File: src/rtl/game_ctrl.sv
// game_ctrl: sequencing controller for a two-sided ship battle game.
// Flow: DECISION -> COLOCATION -> SETUP -> PLAYER_TURN <-> PC_TURN -> VICTORY/DEFEAT.
// Optional feature macro: GAME_CTRL_TURN_TIMEOUT_EN enables the per-turn timer
// that forces a handoff after TURN_TIMEOUT idle cycles. Without it the timer
// outputs are tied low and turns end only by a move.
// Every output comes from a flop. The state one-hot decode is registered from
// the next-state value, so it always agrees with the state output.
module game_ctrl #(
  parameter int MAX_SHIPS    = 5,
  parameter int TURN_TIMEOUT = 1000,
  parameter int TURN_W       = 8,
  localparam int CW = $clog2(MAX_SHIPS + 1),
  localparam int TW = $clog2(TURN_TIMEOUT)
) (
  input  logic              clk,
  input  logic              rst,
  input  logic              restart,
  input  logic              ships_decided,
  input  logic [CW-1:0]     ship_count_sel,
  input  logic              ship_placed,
  input  logic              finished_setUp,
  input  logic              player_has_move,
  input  logic              pc_has_move,
  input  logic              player_sank,
  input  logic              pc_sank,
  output logic [2:0]        state,
  output logic              decision_State,
  output logic              colocation_ships_State,
  output logic              setup_State,
  output logic              player_turn_State,
  output logic              pc_turn_State,
  output logic              is_victory_State,
  output logic              is_defeat_State,
  output logic [CW-1:0]     player_ships_left,
  output logic [CW-1:0]     pc_ships_left,
  output logic [CW-1:0]     ships_placed,
  output logic [TURN_W-1:0] turn_count,
  output logic [TW-1:0]     turn_timer,
  output logic              timeout_flag
);

  typedef enum logic [2:0] {
    S_DECISION    = 3'd0,
    S_COLOCATION  = 3'd1,
    S_SETUP       = 3'd2,
    S_PLAYER_TURN = 3'd3,
    S_PC_TURN     = 3'd4,
    S_VICTORY     = 3'd5,
    S_DEFEAT      = 3'd6
  } state_e;

  state_e            state_q, state_d;
  logic [6:0]        onehot_q;
  logic [CW-1:0]     ship_cnt_q, ship_cnt_d;
  logic [CW-1:0]     pl_left_q, pl_left_d;
  logic [CW-1:0]     pc_left_q, pc_left_d;
  logic [CW-1:0]     placed_q, placed_d;
  logic [TURN_W-1:0] turn_cnt_q, turn_cnt_d;
  logic              handoff;

`ifdef GAME_CTRL_TURN_TIMEOUT_EN
  logic [TW-1:0] timer_q, timer_d;
  logic          flag_q;
  logic          timer_expired;
  logic          timeout_now;

  assign timer_expired = (timer_q == TW'(TURN_TIMEOUT - 1));
`endif

  // Next-state and counter updates; restart wins over every game input.
  always_comb begin
    state_d    = state_q;
    ship_cnt_d = ship_cnt_q;
    pl_left_d  = pl_left_q;
    pc_left_d  = pc_left_q;
    placed_d   = placed_q;
    turn_cnt_d = turn_cnt_q;
    handoff    = 1'b0;
`ifdef GAME_CTRL_TURN_TIMEOUT_EN
    timeout_now = 1'b0;
`endif
    if (restart) begin
      state_d    = S_DECISION;
      pl_left_d  = '0;
      pc_left_d  = '0;
      placed_d   = '0;
      turn_cnt_d = '0;
    end else begin
      unique case (state_q)
        S_DECISION: begin
          if (ships_decided && (ship_count_sel != '0) &&
              (ship_count_sel <= CW'(MAX_SHIPS))) begin
            ship_cnt_d = ship_count_sel;
            pl_left_d  = ship_count_sel;
            pc_left_d  = ship_count_sel;
            placed_d   = '0;
            state_d    = S_COLOCATION;
          end
        end
        S_COLOCATION: begin
          if (ship_placed && (placed_q < ship_cnt_q)) begin
            placed_d = placed_q + CW'(1);
            if (placed_q + CW'(1) == ship_cnt_q) state_d = S_SETUP;
          end
        end
        S_SETUP: begin
          if (finished_setUp) begin
            state_d    = S_PLAYER_TURN;
            turn_cnt_d = '0;
          end
        end
        S_PLAYER_TURN: begin
          if (player_sank && (pc_left_q != '0)) pc_left_d = pc_left_q - CW'(1);
          if (player_sank && (pc_left_q == CW'(1))) begin
            state_d = S_VICTORY;
          end else if (player_has_move) begin
            state_d = S_PC_TURN;
            handoff = 1'b1;
          end
`ifdef GAME_CTRL_TURN_TIMEOUT_EN
          else if (timer_expired) begin
            state_d     = S_PC_TURN;
            handoff     = 1'b1;
            timeout_now = 1'b1;
          end
`endif
        end
        S_PC_TURN: begin
          if (pc_sank && (pl_left_q != '0)) pl_left_d = pl_left_q - CW'(1);
          if (pc_sank && (pl_left_q == CW'(1))) begin
            state_d = S_DEFEAT;
          end else if (pc_has_move) begin
            state_d = S_PLAYER_TURN;
            handoff = 1'b1;
          end
`ifdef GAME_CTRL_TURN_TIMEOUT_EN
          else if (timer_expired) begin
            state_d     = S_PLAYER_TURN;
            handoff     = 1'b1;
            timeout_now = 1'b1;
          end
`endif
        end
        default: ; // VICTORY / DEFEAT: everything frozen until restart
      endcase
      if (handoff && (turn_cnt_q != '1)) turn_cnt_d = turn_cnt_q + TURN_W'(1);
    end
  end

  // State and game counters; rst has priority over everything.
  always_ff @(posedge clk) begin
    if (rst) begin
      state_q    <= S_DECISION;
      onehot_q   <= 7'b000_0001;
      ship_cnt_q <= '0;
      pl_left_q  <= '0;
      pc_left_q  <= '0;
      placed_q   <= '0;
      turn_cnt_q <= '0;
    end else begin
      state_q    <= state_d;
      onehot_q   <= 7'b000_0001 << state_d;
      ship_cnt_q <= ship_cnt_d;
      pl_left_q  <= pl_left_d;
      pc_left_q  <= pc_left_d;
      placed_q   <= placed_d;
      turn_cnt_q <= turn_cnt_d;
    end
  end

`ifdef GAME_CTRL_TURN_TIMEOUT_EN
  // Timer runs only while staying in the same turn state, so any turn entry,
  // handoff, restart or game end clears it.
  always_comb begin
    timer_d = '0;
    if (((state_d == S_PLAYER_TURN) || (state_d == S_PC_TURN)) && (state_d == state_q))
      timer_d = timer_q + TW'(1);
  end

  // Timer and one-cycle timeout pulse registers.
  always_ff @(posedge clk) begin
    if (rst) begin
      timer_q <= '0;
      flag_q  <= 1'b0;
    end else begin
      timer_q <= timer_d;
      flag_q  <= timeout_now;
    end
  end

  assign turn_timer   = timer_q;
  assign timeout_flag = flag_q;
`else
  assign turn_timer   = '0;
  assign timeout_flag = 1'b0;
`endif

  assign state                  = state_q;
  assign decision_State         = onehot_q[0];
  assign colocation_ships_State = onehot_q[1];
  assign setup_State            = onehot_q[2];
  assign player_turn_State      = onehot_q[3];
  assign pc_turn_State          = onehot_q[4];
  assign is_victory_State       = onehot_q[5];
  assign is_defeat_State        = onehot_q[6];
  assign player_ships_left      = pl_left_q;
  assign pc_ships_left          = pc_left_q;
  assign ships_placed           = placed_q;
  assign turn_count             = turn_cnt_q;

endmodule

File: config.mk
export PLATFORM = sky130hd
export DESIGN_NAME = game_ctrl
export DESIGN_NICKNAME = d
export VERILOG_FILES = /design/src/rtl/game_ctrl.sv
export SDC_FILE = /design/constraint.sdc
export NUM_CORES = 1
export LEC_CHECK = 0
export BUFFER_PORTS_ARGS = -buffer_cell sky130_fd_sc_hd__buf_2
export CAP_MARGIN = 20
export CORE_MARGIN = 3
export CORE_UTILIZATION = 55
export DETAILED_ROUTE_END_ITERATION = 16
export GPL_ROUTABILITY_DRIVEN = 0
export PLACE_DENSITY = 0.94
export SYNTH_ARGS = -nofsm -noshare
export SYNTH_HDL_FRONTEND = slang
export SYNTH_SLANG_ARGS = --single-unit
File: constraint.sdc
create_clock -name clk -period 2.66 [get_ports clk]
set_input_delay 0.133 -clock clk [delete_from_list [all_inputs] [get_ports clk]]
set_output_delay 0.133 -clock clk [all_outputs]
set_load 0.02 [all_outputs]
==> flow_metrics.py <==
metrics = {
    "outcome": {
        "status": "finished clean",
    },
    "sta": {
        "max_freq_mhz": 471.0,
        "slew_violations": 0,
        "setup_viol": 0,
        "post-route-period-util_pct": 79.81,
        "tightest_slew_ns": 0.7103,
        "tns_ns": 0,
        "fin_skew_ns": 0.01728,
        "worst_slack_ns": 0.5371,
        "period_needed_ns": 2.123,
        "rsz0062_at_grt": "false",
        "hold_viol": 0,
        "relSlewSlack_pct": 52.47,
    },
    "finish": {
        "drive_above_1_share_pct": 24.41,
        "area_growth_pct": 13.71,
        "diodes": 0,
        "final_core_util_pct": 67.36,
        "nNetsFinal": 278,
        "layoutNonFillerInstCount": 298,
        "final_area_sq_um": 2107,
        "fillers": 241,
    },
    "route": {
        "drcViolationCount": 0,
        "drt-total-wl_mm": 3.853,
        "drtIter0Drc": 88,
        "wire_per_inst_um": 12.93,
        "vias": 1610,
        "vias_per_cell": 5.403,
        "dr.pass1.iters": 4,
        "ant_nets": 0,
    },
    "clock_network": {
        "clock-sinks": 30,
        "worstSkewPairLatency_ns": 0.34,
        "cts_buffers": 5,
        "cts_setup_buffers": 0,
        "cts_max_level": 2,
        "clk_pin_slew_ns": 0.10,
        "cts_root_buf": "clkbuf_4",
        "cts_tree": "yes",
        "postCtsHoldBufs": 1,
        "cts_resized": 0,
        "clk_path_buf_depth": 2,
    },
    "place": {
        "placed_cell_area_sq_um": 2016,
        "port_buffers": 39,
        "placed_cells": 290,
        "dp_slack_ns": 0.5679,
        "dp_hpwl_mm": 2.985,
    },
    "synth": {
        "ys_seq_area_share_pct": 32.41,
        "synth_area_per_cell_sq_um": 8.579,
        "syn_inst": 216,
        "ys_async_sr_fraction_pct": 0,
        "ys_seq_elements": 30,
        "synth_edf_count": 0,
        "ys.flop_type": "dfxtp_1",
        "netlist_area_sq_um": 1853,
        "synth_xor_area_share_pct": 2.701,
        "synth_compound_area_share_pct": 17.22,
        "synth.mux.area_fraction_pct": 3.241,
        "synth_top_family_by_area": "simple AND/OR/NAND/NOR gates",
        "yosys.cell_types.count": 54,
        "synthSimpleGateAreaFrac_pct": 27.62,
        "synth-adder-area-share_pct": 7.427,
        "ys_warn_count": 0,
    },
    "setup_path": {
        "end_kind": "flop",
        "crit_start": "state[1]",
        "r2r_slack_ns": 0.54,
        "critPathArrivalTime_ns": 2.34,
        "crit_type": "flop to flop",
        "worst_ep_required_time_ns": 2.88,
        "crit_path_max_fanout": 11,
        "reg2reg_from": "state[1]",
        "worstSetupStartpointType": "flop",
    },
    "pwr": {
        "leakage_uw": 0.0009772,
        "power_density_nw_per_um2": 451.3,
        "peakVddDrop_uv": 448.1,
    },
    "floorplan": {
        "io_pins": 51,
        "rows": 20,
        "core_sq_um": 3128,
        "dieArea_sq_um": 4102,
        "start_util_pct": 59.24,
        "die_y_um": 64.05,
        "die_w_um": 64.05,
    },
    "hold_path": {
        "hold_start": "restart",
        "hp-class": "input port to flop",
    },
    "global_route": {
        "grt_start_max_net_pins": 18,
        "grt_overflow": 0,
        "grt_pass1_wl_mm": 6.920,
        "antenna_found_initial": 0,
        "grt_usage_pct": 21.27,
        "grt_pass1_vias": 1565,
    },
    "job": {
        "drv_cap": 0,
    },
}
[logic make-up (layout without fill, tap and decap cells)]
group,after synthesis,in the layout
and+or+nand+nor,90,90
AOI/OAI and AO/OA,43,43
buffers and inverters,31,59
DFF,30,30
adders and majority gates,11,11
muxes,6,6
xor gates and xnor gates,4,4
other,1,11
[area by class of cell]
| type | count | area [sq um] | area share [%] |
|---|---|---|---|
| clock buffers | 6 | 51.30 | 2.435 |
| well taps | 44 | 55.05 | 2.613 |
| clock inverters | 1 | 30.03 | 1.425 |
| flip-flops and latches | 30 | 600.6 | 28.50 |
| repair buffers | 40 | 205.2 | 9.739 |
| multi-input cells | 165 | 1120 | 53.15 |
| inverters | 12 | 45.04 | 2.138 |
[report_power, final]
part	leakage (uW)	switching [uW]	internal (uW)	total, uW
logic	0.000690	74.2	39.9	114
registers	0.000243	6.44	456	462
clock network	0.0000443	156	219	375
[critical path, stage by stage, from the launching register on]
cell and delay [ns]:
dfxtp_1 0.54, nand3b_1 0.28, or3b_4 0.48, a32oi_2 0.36, or2_2 0.23, o21ai_0 0.11
[flip-flops by register name, summed over array words and instances, names as in the netlist]
| register | count |
|---|---|
| ship_cnt_q | 3 |
| player_ships_left | 3 |
| state | 3 |
| turn_count | 8 |
| ships_placed | 3 |
| pc_ships_left | 3 |
| onehot_q | 7 |
[routing by layer]
layer | part of all wire (%) | wire length, um | GRT usage (%)
met1 | 42 | 1630 | 24.54
met2 | 49 | 1871 | 35.35
met3 | 6.2 | 239 | 5.800
met4 | 2.9 | 112 | 11.59
met5 | 0 | 0 | 0
[cells in the mapped netlist (all sizes together), types with 2 or more instances]
cell type / instances / area (sq um)
a211o: 2 / 17.52
a211oi: 2 / 15.01
a21oi: 11 / 55.05
a2bb2oi: 2 / 17.52
a31oi: 3 / 18.77
and3: 5 / 31.28
and3b: 2 / 17.52
and4: 2 / 17.52
buf: 15 / 110.1
clkbuf: 4 / 15.01
dfxtp: 30 / 600.6
ha: 11 / 137.6
inv: 12 / 45.04
mux2i: 6 / 60.06
nand2: 20 / 75.07
nand2b: 2 / 12.51
nand3: 7 / 35.03
nand3b: 2 / 15.01
nand4: 2 / 12.51
nor2: 23 / 88.84
nor2b: 2 / 12.51
nor3: 5 / 30.03
nor3b: 5 / 42.54
nor4: 2 / 27.53
nor4b: 2 / 23.77
o21ai: 12 / 60.06
or2: 4 / 25.02
or3b: 3 / 31.28
xor2: 2 / 17.52
[worst paths after layout]
path / end / depth (start not counted)
worst max-delay path: turn_count[2] / 5
worst max register to register: turn_count[2] / 5
worst min-delay path: onehot_q[3] / 2
worst min register to register: player_ships_left[1] / 2
[placed cells by master, fill, tap and decap left out, drive strengths merged, types with 6 or more instances in the layout]
cell type | synthesis | routed
buf | 15 | 39
dfxtp | 30 | 30
nor2 | 23 | 23
nand2 | 20 | 20
inv | 12 | 12
o21ai | 12 | 12
a21oi | 11 | 11
ha | 11 | 11
conb | 1 | 11
nand3 | 7 | 7
mux2i | 6 | 6
clkbuf | 4 | 6
[per-stage QoR]
stage	hold WS, ns	total power (uW)
floorplan	0.2054	567.6
global placement	0.3487	581.5
detailed placement	0.3569	584.2
CTS	0.06778	957.8
global route	0.08813	992.0
finish	0.08605	951.0
Power figures use the tool's default switching activity.
